$ cat config.mk
export PLATFORM = sky130hd
export DESIGN_NAME = demux12_buf
export DESIGN_NICKNAME = d
export VERILOG_FILES = /design/src/rtl/demux12_buf.sv
export SDC_FILE = /design/constraint.sdc
export NUM_CORES = 1
export LEC_CHECK = 0
export CORE_MARGIN = 2
export CORE_UTILIZATION = 54
export DETAILED_ROUTE_END_ITERATION = 10
export HOLD_SLACK_MARGIN = 0.05
export PLACE_DENSITY_LB_ADDON = 0.08
export SETUP_SLACK_MARGIN = 0.05
export SLEW_MARGIN = 30
export SYNTH_ARGS = -nofsm -noshare
export SYNTH_HDL_FRONTEND = slang
export SYNTH_SLANG_ARGS = --single-unit
$ cat constraint.sdc
create_clock -name CLK -period 2.5 [get_ports CLK]
set_input_delay 0.5 -clock CLK [delete_from_list [all_inputs] [get_ports CLK]]
set_output_delay 0.5 -clock CLK [all_outputs]
set_load 0.01 [all_outputs]
$ cat src/rtl/demux12_buf.sv
// Buffered 1-to-2 demultiplexer: each accepted word is steered into one of two FIFOs.
// Define DEMUX12_AUTO_EN for round-robin steering that ignores S1.
module demux12_buf #(
    parameter int unsigned W     = 8,
    parameter int unsigned DEPTH = 2
) (
    input  logic         CLK,
    input  logic         RST,
    input  logic         S1,
    input  logic [W-1:0] Y,
    input  logic         Y_VALID,
    output logic         Y_READY,
    output logic [W-1:0] D0,
    output logic         D0_VALID,
    input  logic         D0_READY,
    output logic [W-1:0] D1,
    output logic         D1_VALID,
    input  logic         D1_READY
);

    localparam int unsigned PW = $clog2(DEPTH);
    localparam int unsigned CW = PW + 1;
    localparam logic [CW-1:0] FullCnt = CW'(DEPTH);

    logic [W-1:0]  mem_q    [2][DEPTH];
    logic [PW-1:0] wr_ptr_q [2];
    logic [PW-1:0] wr_ptr_d [2];
    logic [PW-1:0] rd_ptr_q [2];
    logic [PW-1:0] rd_ptr_d [2];
    logic [CW-1:0] cnt_q    [2];
    logic [CW-1:0] cnt_d    [2];
    logic [W-1:0]  dout     [2];

    logic       sel;
    logic [1:0] full;
    logic [1:0] empty;
    logic [1:0] push;
    logic [1:0] pop;
    logic [1:0] sink_ready;

`ifdef DEMUX12_AUTO_EN
    logic tog_q;
    logic tog_d;
    logic unused_s1;

    assign unused_s1 = S1;
    assign sel       = tog_q;

    // Toggle advances only on an accepted word, so a full channel holds the input.
    always_comb begin
        tog_d = tog_q ^ (Y_VALID & Y_READY);
    end

    always_ff @(posedge CLK) begin
        if (RST) begin
            tog_q <= 1'b0;
        end else begin
            tog_q <= tog_d;
        end
    end
`else
    assign sel = S1;
`endif

    assign sink_ready = {D1_READY, D0_READY};
    assign Y_READY    = !full[sel];

    always_comb begin
        for (int c = 0; c < 2; c++) begin
            full[c]     = (cnt_q[c] == FullCnt);
            empty[c]    = (cnt_q[c] == '0);
            push[c]     = Y_VALID && Y_READY && (sel == 1'(c));
            pop[c]      = !empty[c] && sink_ready[c];
            dout[c]     = empty[c] ? '0 : mem_q[c][rd_ptr_q[c]];
            wr_ptr_d[c] = wr_ptr_q[c];
            rd_ptr_d[c] = rd_ptr_q[c];
            cnt_d[c]    = cnt_q[c];
            if (push[c]) begin
                wr_ptr_d[c] = wr_ptr_q[c] + PW'(1);
            end
            if (pop[c]) begin
                rd_ptr_d[c] = rd_ptr_q[c] + PW'(1);
            end
            unique case ({push[c], pop[c]})
                2'b10:   cnt_d[c] = cnt_q[c] + CW'(1);
                2'b01:   cnt_d[c] = cnt_q[c] - CW'(1);
                default: cnt_d[c] = cnt_q[c];
            endcase
        end
    end

    assign D0       = dout[0];
    assign D1       = dout[1];
    assign D0_VALID = !empty[0];
    assign D1_VALID = !empty[1];

    always_ff @(posedge CLK) begin
        if (RST) begin
            for (int c = 0; c < 2; c++) begin
                wr_ptr_q[c] <= '0;
                rd_ptr_q[c] <= '0;
                cnt_q[c]    <= '0;
            end
        end else begin
            for (int c = 0; c < 2; c++) begin
                wr_ptr_q[c] <= wr_ptr_d[c];
                rd_ptr_q[c] <= rd_ptr_d[c];
                cnt_q[c]    <= cnt_d[c];
            end
        end
    end

    // Storage needs no reset: outputs are gated to zero while a channel is empty.
    always_ff @(posedge CLK) begin
        for (int c = 0; c < 2; c++) begin
            if (push[c] && !RST) begin
                mem_q[c][wr_ptr_q[c]] <= Y;
            end
        end
    end

endmodule

Word-level counts from Yosys, hierarchy flattened
Memory sizes are Yosys's and may differ from the RTL's.
Cells that the tools add are included.
{"block": "word_totals", "ff_bits": 0, "mem_bits_rw": 40, "in_bits": 14, "output_inout_bits": 19, "wordCells": 88, "mem_count": 4}
{"block": "classes", "addsub": 8, "order_cmp": 7, "eq_ne": 6, "mux": 36, "bitwise_logic": 11, "reduce_logical": 16}
{"name": "mem_q", "words": 2, "word_bits": 16, "read_ports": 2, "rd_clocked_by_memory_dff": 0, "write_ports": 1, "line": "25", "source": "logic [W-1:0] mem_q [2][DEPTH];"}
{"name": "cnt_q", "words": 2, "word_bits": 2, "read_ports": 2, "rd_clocked_by_memory_dff": 0, "write_ports": 2, "line": "30", "source": "logic [CW-1:0] cnt_q [2];"}
{"name": "rd_ptr_q", "words": 2, "word_bits": 1, "read_ports": 2, "rd_clocked_by_memory_dff": 0, "write_ports": 2, "line": "28", "source": "logic [PW-1:0] rd_ptr_q [2];"}
{"name": "wr_ptr_q", "words": 2, "word_bits": 1, "read_ports": 2, "rd_clocked_by_memory_dff": 0, "write_ports": 2, "line": "26", "source": "logic [PW-1:0] wr_ptr_q [2];"}
{"operator": "$mux W8", "count": 10}
{"operator": "$mux W16", "count": 4}
{"operator": "$demux W8 S1", "count": 2}
{"operator": "$mux W1", "count": 16}
{"operator": "$reduce_or A16 Y1", "count": 1}
{"operator": "$logic_and A1 B1 Y1", "count": 9}
{"operator": "$eq A2 B2 Y1 const B", "count": 4}
{"operator": "$ge A2 B2 Y1 const B", "count": 4}
{"operator": "$not A1 Y2", "count": 4}
{"operator": "$pmux W2 S2", "count": 2}
{"operator": "$or A1 B1 Y1", "count": 6}
{"operator": "$add A1 B1 Y1 const B", "count": 4}
{"operator": "$add A2 B1 Y2 const B", "count": 2}
{"operator": "$eq A2 B1 Y1 const B", "count": 2}
{"operator": "$logic_not A1 Y1", "count": 4}
{"operator": "$logic_not A2 Y1", "count": 2}
{"operator": "$lt A2 B1 Y1 const B", "count": 2}
{"operator": "$mux W2", "count": 2}
{"operator": "$sub A2 B1 Y2 const B", "count": 2}
{"operator": "$lt A1 B2 Y1 const B", "count": 1}
{"operator": "$not A1 Y1", "count": 1}

Depth between registers and ports, before layout
{"block": "depth", "ltp_word": 11, "mapped_depth": 6}

Worst setup path before layout
OpenSTA, ideal clock, no wires.
{"block": "synth_path", "path_type": "in2reg", "from": "in RST", "to": "mem mem_q[0][16] in the netlist's numbering, enable pin", "arrival_ns": 1.358, "required_ns": 2.130, "setup_slack_ns": 0.772, "path_stages": 4, "cell_sequence": "clkbuf_1 nor2b_1 nand3_1 nor2_1"}
{"block": "synth_between", "elab_chain_cells": 6, "elab_cells_between_ends": 10}
{"element": "start: declaration", "line": "8", "source": "input logic RST,"}
{"element": "$logic_not A1 Y1 *", "line": "116", "source": "if (push[c] && !RST) begin"}
{"element": "$logic_and A1 B1 Y1", "line": "116"}
{"element": "$mux W1", "line": "116"}
{"element": "$mux W16 (not written as such)", "line": "117", "source": "mem_q[c][wr_ptr_q[c]] <= Y;"}
{"element": "$reduce_or A16 Y1 (no line)"}
{"element": "$mux W1 (no line) or $mux W16 (tied branches)"}
{"element": "end: declaration", "line": "25"}
Mark *: on every way between the ends. The rest lies on a longest branch, timed or not.

Worst setup path in the final report
{"block": "layout_path", "from": "in S1", "to": "out Y_READY"}
{"block": "layout_between", "elab_chain_cells": 3}
{"element": "start: declaration", "line": "9", "source": "input logic S1,"}
{"element": "$mux W1 (not written as such) (2 in series)", "line": "66", "source": "assign Y_READY = !full[sel];"}
{"element": "$logic_not A1 Y1", "line": "66"}
{"element": "end: declaration", "line": "12", "source": "output logic Y_READY,"}
No other way between the ends. The select of a mux whose other input is x is not followed.

==> flow_summary_export.csv <==
group,metric,value,unit
synth,yosysSeqAreaShare,69.2,%
routing,avgViaCountPerCell,5.44,
sta,grt_setup_unrepaired,"no",
power_and_ir_drop,peakVddDrop,0.625,mV
power_and_ir_drop,p_leak,0.736,nW
cts,clkTransAtPathRegs,0.11,ns
die,start_util,57.7,%
global_route,grt_overflow,0,
routing,wl_per_cell,16.3,um
finish,fin_nets,177,
setup_path,critPathLaunchType,"input pin",
setup_path,worst-setup-path-type,"input pin to output pin",
setup_path,cpPeakStageDelay,0.56,ns
worst_hold_path,holdPathEnd,"wr_ptr_q[0][1]$_SDFFE_PP0N_",
global_route,grt_pass1_vias,1084,
outcome,violations,"design-rule violations",
job,cap_violations,0,
die,dieArea,0.00345,sq mm
routing,ant_nets,0,
setup_path,cp_slowest_cell,"clkdlybuf4s50_1",
global_route,grt_max_degree,13,
synth,yosysTopAreaCellShare,59.4,%
setup_path,r2r_slack,0.81,ns
cts,clockBufferDepth,2,
cts,htreeDepth,2,
placement,numPortBuffers,32,
routing,vias,1050,
cts,cts_buffers,5,
die,die_h,58.8,um
worst_hold_path,hp-start,"wr_ptr_q[0][1]$_SDFFE_PP0N_",
sta,hold_viol,0,
synth,synth_area_leaders,"edfxtp_1 (59%), dfxtp_1 (9.9%), mux2i_1 (9.9%)",
global_route,grtUsageTotal,20.4,%
worst_hold_path,hold_path_depth,1,
synth,synth_enable_flop_cells,32,
sta,slew_viol_final,0,
die,placementRows,19,
placement,dp_hpwl,2170,um
setup_path,endpoint_kind,"output pin",
cts,cts_hold_buf,0,
sta,setup_viol,0,
setup_path,reg2reg_from,"cnt_q[0][0]$_SDFFE_PP0P_",
synth,synth.distinct_cells,22,
synth,ys.flop_type,"edfxtp_1",
finish,fillers,213,
synth,synth.largest_area_cell,"edfxtp_1",
sta,min_period,2.38,ns
sta,fmax,421,MHz
setup_path,cp.arrival,1.88,ns
synth,async_reset_ff_share,0,%
synth,synth.most_common_cell,"edfxtp_1",
synth,syn-cell-area,0.00162,sq mm
global_route,grt_pass1_wl,5040,um
placement,gp_congestion,0.687,
cts,cts.sinks,40,
cts,tritoncts,"yes",
global_route,antenna_found_initial,0,
die,core-area,0.00281,sq mm
setup_path,crit_path_cell_trace,"clkdlybuf4s50_1 > mux2_2 > clkdlybuf4s50_1",
setup_path,cpMostUsedCell,"clkdlybuf4s50_1",
die,die_x,58.8,um
sta,final.setup.tns,0,ns
routing,routed_wl,3140,um
sta,slew_headroom,72.4,%
power_and_ir_drop,p_per_area,1010,mW/mm^2
synth,syn_avg_cell_area,13.6,sq um
cts,insertion_delay,0.32,ns
routing,dr.pass1.iters,7,
synth,yosys_warnings,0,
setup_path,path_max_fanout,5,
worst_hold_path,hold_class,"flop to flop",
synth,syn_inst,119,
synth,ys_ff_latch,40,
sta,fin_crit_sh,95.1,%
setup_path,worst-endpoint-required,2.00,ns
cts,root_buffer,"clkbuf_4",
routing,drc,3,
finish,drive_gt1_share,9.88,%
sta,finClkSkew,0.00486,ns
synth,syn_nets,135,
setup_path,r2r_end,"cnt_q[0][1]$_SDFFE_PP0P_",
finish,fin_cells,193,
setup_path,r2r_cells,5,
outcome,outcome,"finished, violations left",
synth,netlist_top_cells_count,"edfxtp_1 (32), nor2_1 (26), mux2i_1 (16)",
finish,diodes,0,
sta,tightest_slew,0.414,ns
placement,placedCellCount,185,
die,io_pins,33,
finish,area_growth,29.0,%
routing,drtIter0Drc,26,
==> report_power, final <==
group          internal (W)  leakage (nW)  switching, W
combinational      0.000449         0.337      0.000359
clock              0.000210        0.0422      0.000197
sequential         0.000786         0.357     0.0000996
total               0.00144         0.736      0.000656
==> final cells by class <==
class                           count  area, sq um  share of cell area, %
Clock inverter                      2         35.0                   1.68
Tap cell                           31         38.8                   1.86
Timing Repair Buffer               38          365                   17.5
Multi-Input combinational cell     70          462                   22.1
Sequential cell                    40         1120                   53.8
Clock buffer                        6         41.3                   1.98
Inverter                            6         22.5                   1.08
==> critical path, delay by kind of cell <==
family                 cells  cell delay (ns)
buffers and inverters      2             1.03
muxes                      1             0.35
==> per-layer routing <==
metal | wire length [um] | up-vias | track usage (%)
li1 | - | 506 | -
met1 | 1290 | 509 | 25.0
met2 | 1670 | 33 | 36.2
met3 | 172 | 2 | 5.05
met4 | 15 | 0 | 4.55
met5 | 0 | - | 0
==> sequential cells by signal, summed over array words and instances, names as in the netlist <==
signal and cells:
rd_ptr_q 2, cnt_q 4, mem_q 32, wr_ptr_q 2
==> logic make-up (layout without fill, tap and decap cells) <==
logic type,after synthesis,in the layout,synth area share [%]
compound gates,8,8,3.01
simple gates,37,37,10.1
buf+inv,9,52,2.24
mux,17,17,10.6
flops,40,40,69.2
xor+xnor,6,6,3.25
fa+ha+maj,2,2,1.55
==> repair_timing <==
item,in CTS,in global routing
setup endpoints to repair,0,8
gates resized for setup,0,2
hold endpoints to repair,0,0
setup buffers,0,0
==> per-stage QoR <==
| stage | utilization (%) | setup slack [ns] | total power [W] | area, sq um | hold WS (ns) |
|---|---|---|---|---|---|
| final | 74.4 | 0.123 | 0.00210 | 2090 | 0.515 |
| after global placement | 71.6 | 0.156 | 0.00167 | 2010 | 0.450 |
| after CTS | 74.4 | 0.104 | 0.00212 | 2090 | 0.502 |
| after detailed placement | 71.6 | 0.121 | 0.00171 | 2010 | 0.472 |
| after global routing | 74.4 | 0.0818 | 0.00222 | 2090 | 0.529 |
| after floorplan | - | 0.772 | 0.00128 | 1620 | 0.437 |
==> cells in the final DEF (no fill, tap or decap), drive strengths merged, types with 4 or more instances in the layout <==
cell            n
xor2            4
dfxtp           8
clkbuf          6
o21ai           4
nor2           26
mux2i          16
edfxtp         32
buf             6
clkdlybuf4s50  32
inv             6
==> worst max path at each step <==
stage                                 from                      to  slack, ns  depth (start not counted)
2_1_floorplan                          RST  mem_q[0][16]$_DFFE_PP_       0.77                          4
3_3_place_gp                            S1                 Y_READY       0.16                          3
3_5_place_dp                            S1                 Y_READY       0.12                          3
4_1_cts        rd_ptr_q[0][1]$_SDFFE_PP0P_                   D1[7]       0.10                          3
5_1_grt                                 S1                 Y_READY       0.08                          3
6_report                                S1                 Y_READY       0.12                          3
No activity file was read; power rests on OpenSTA's default activity.
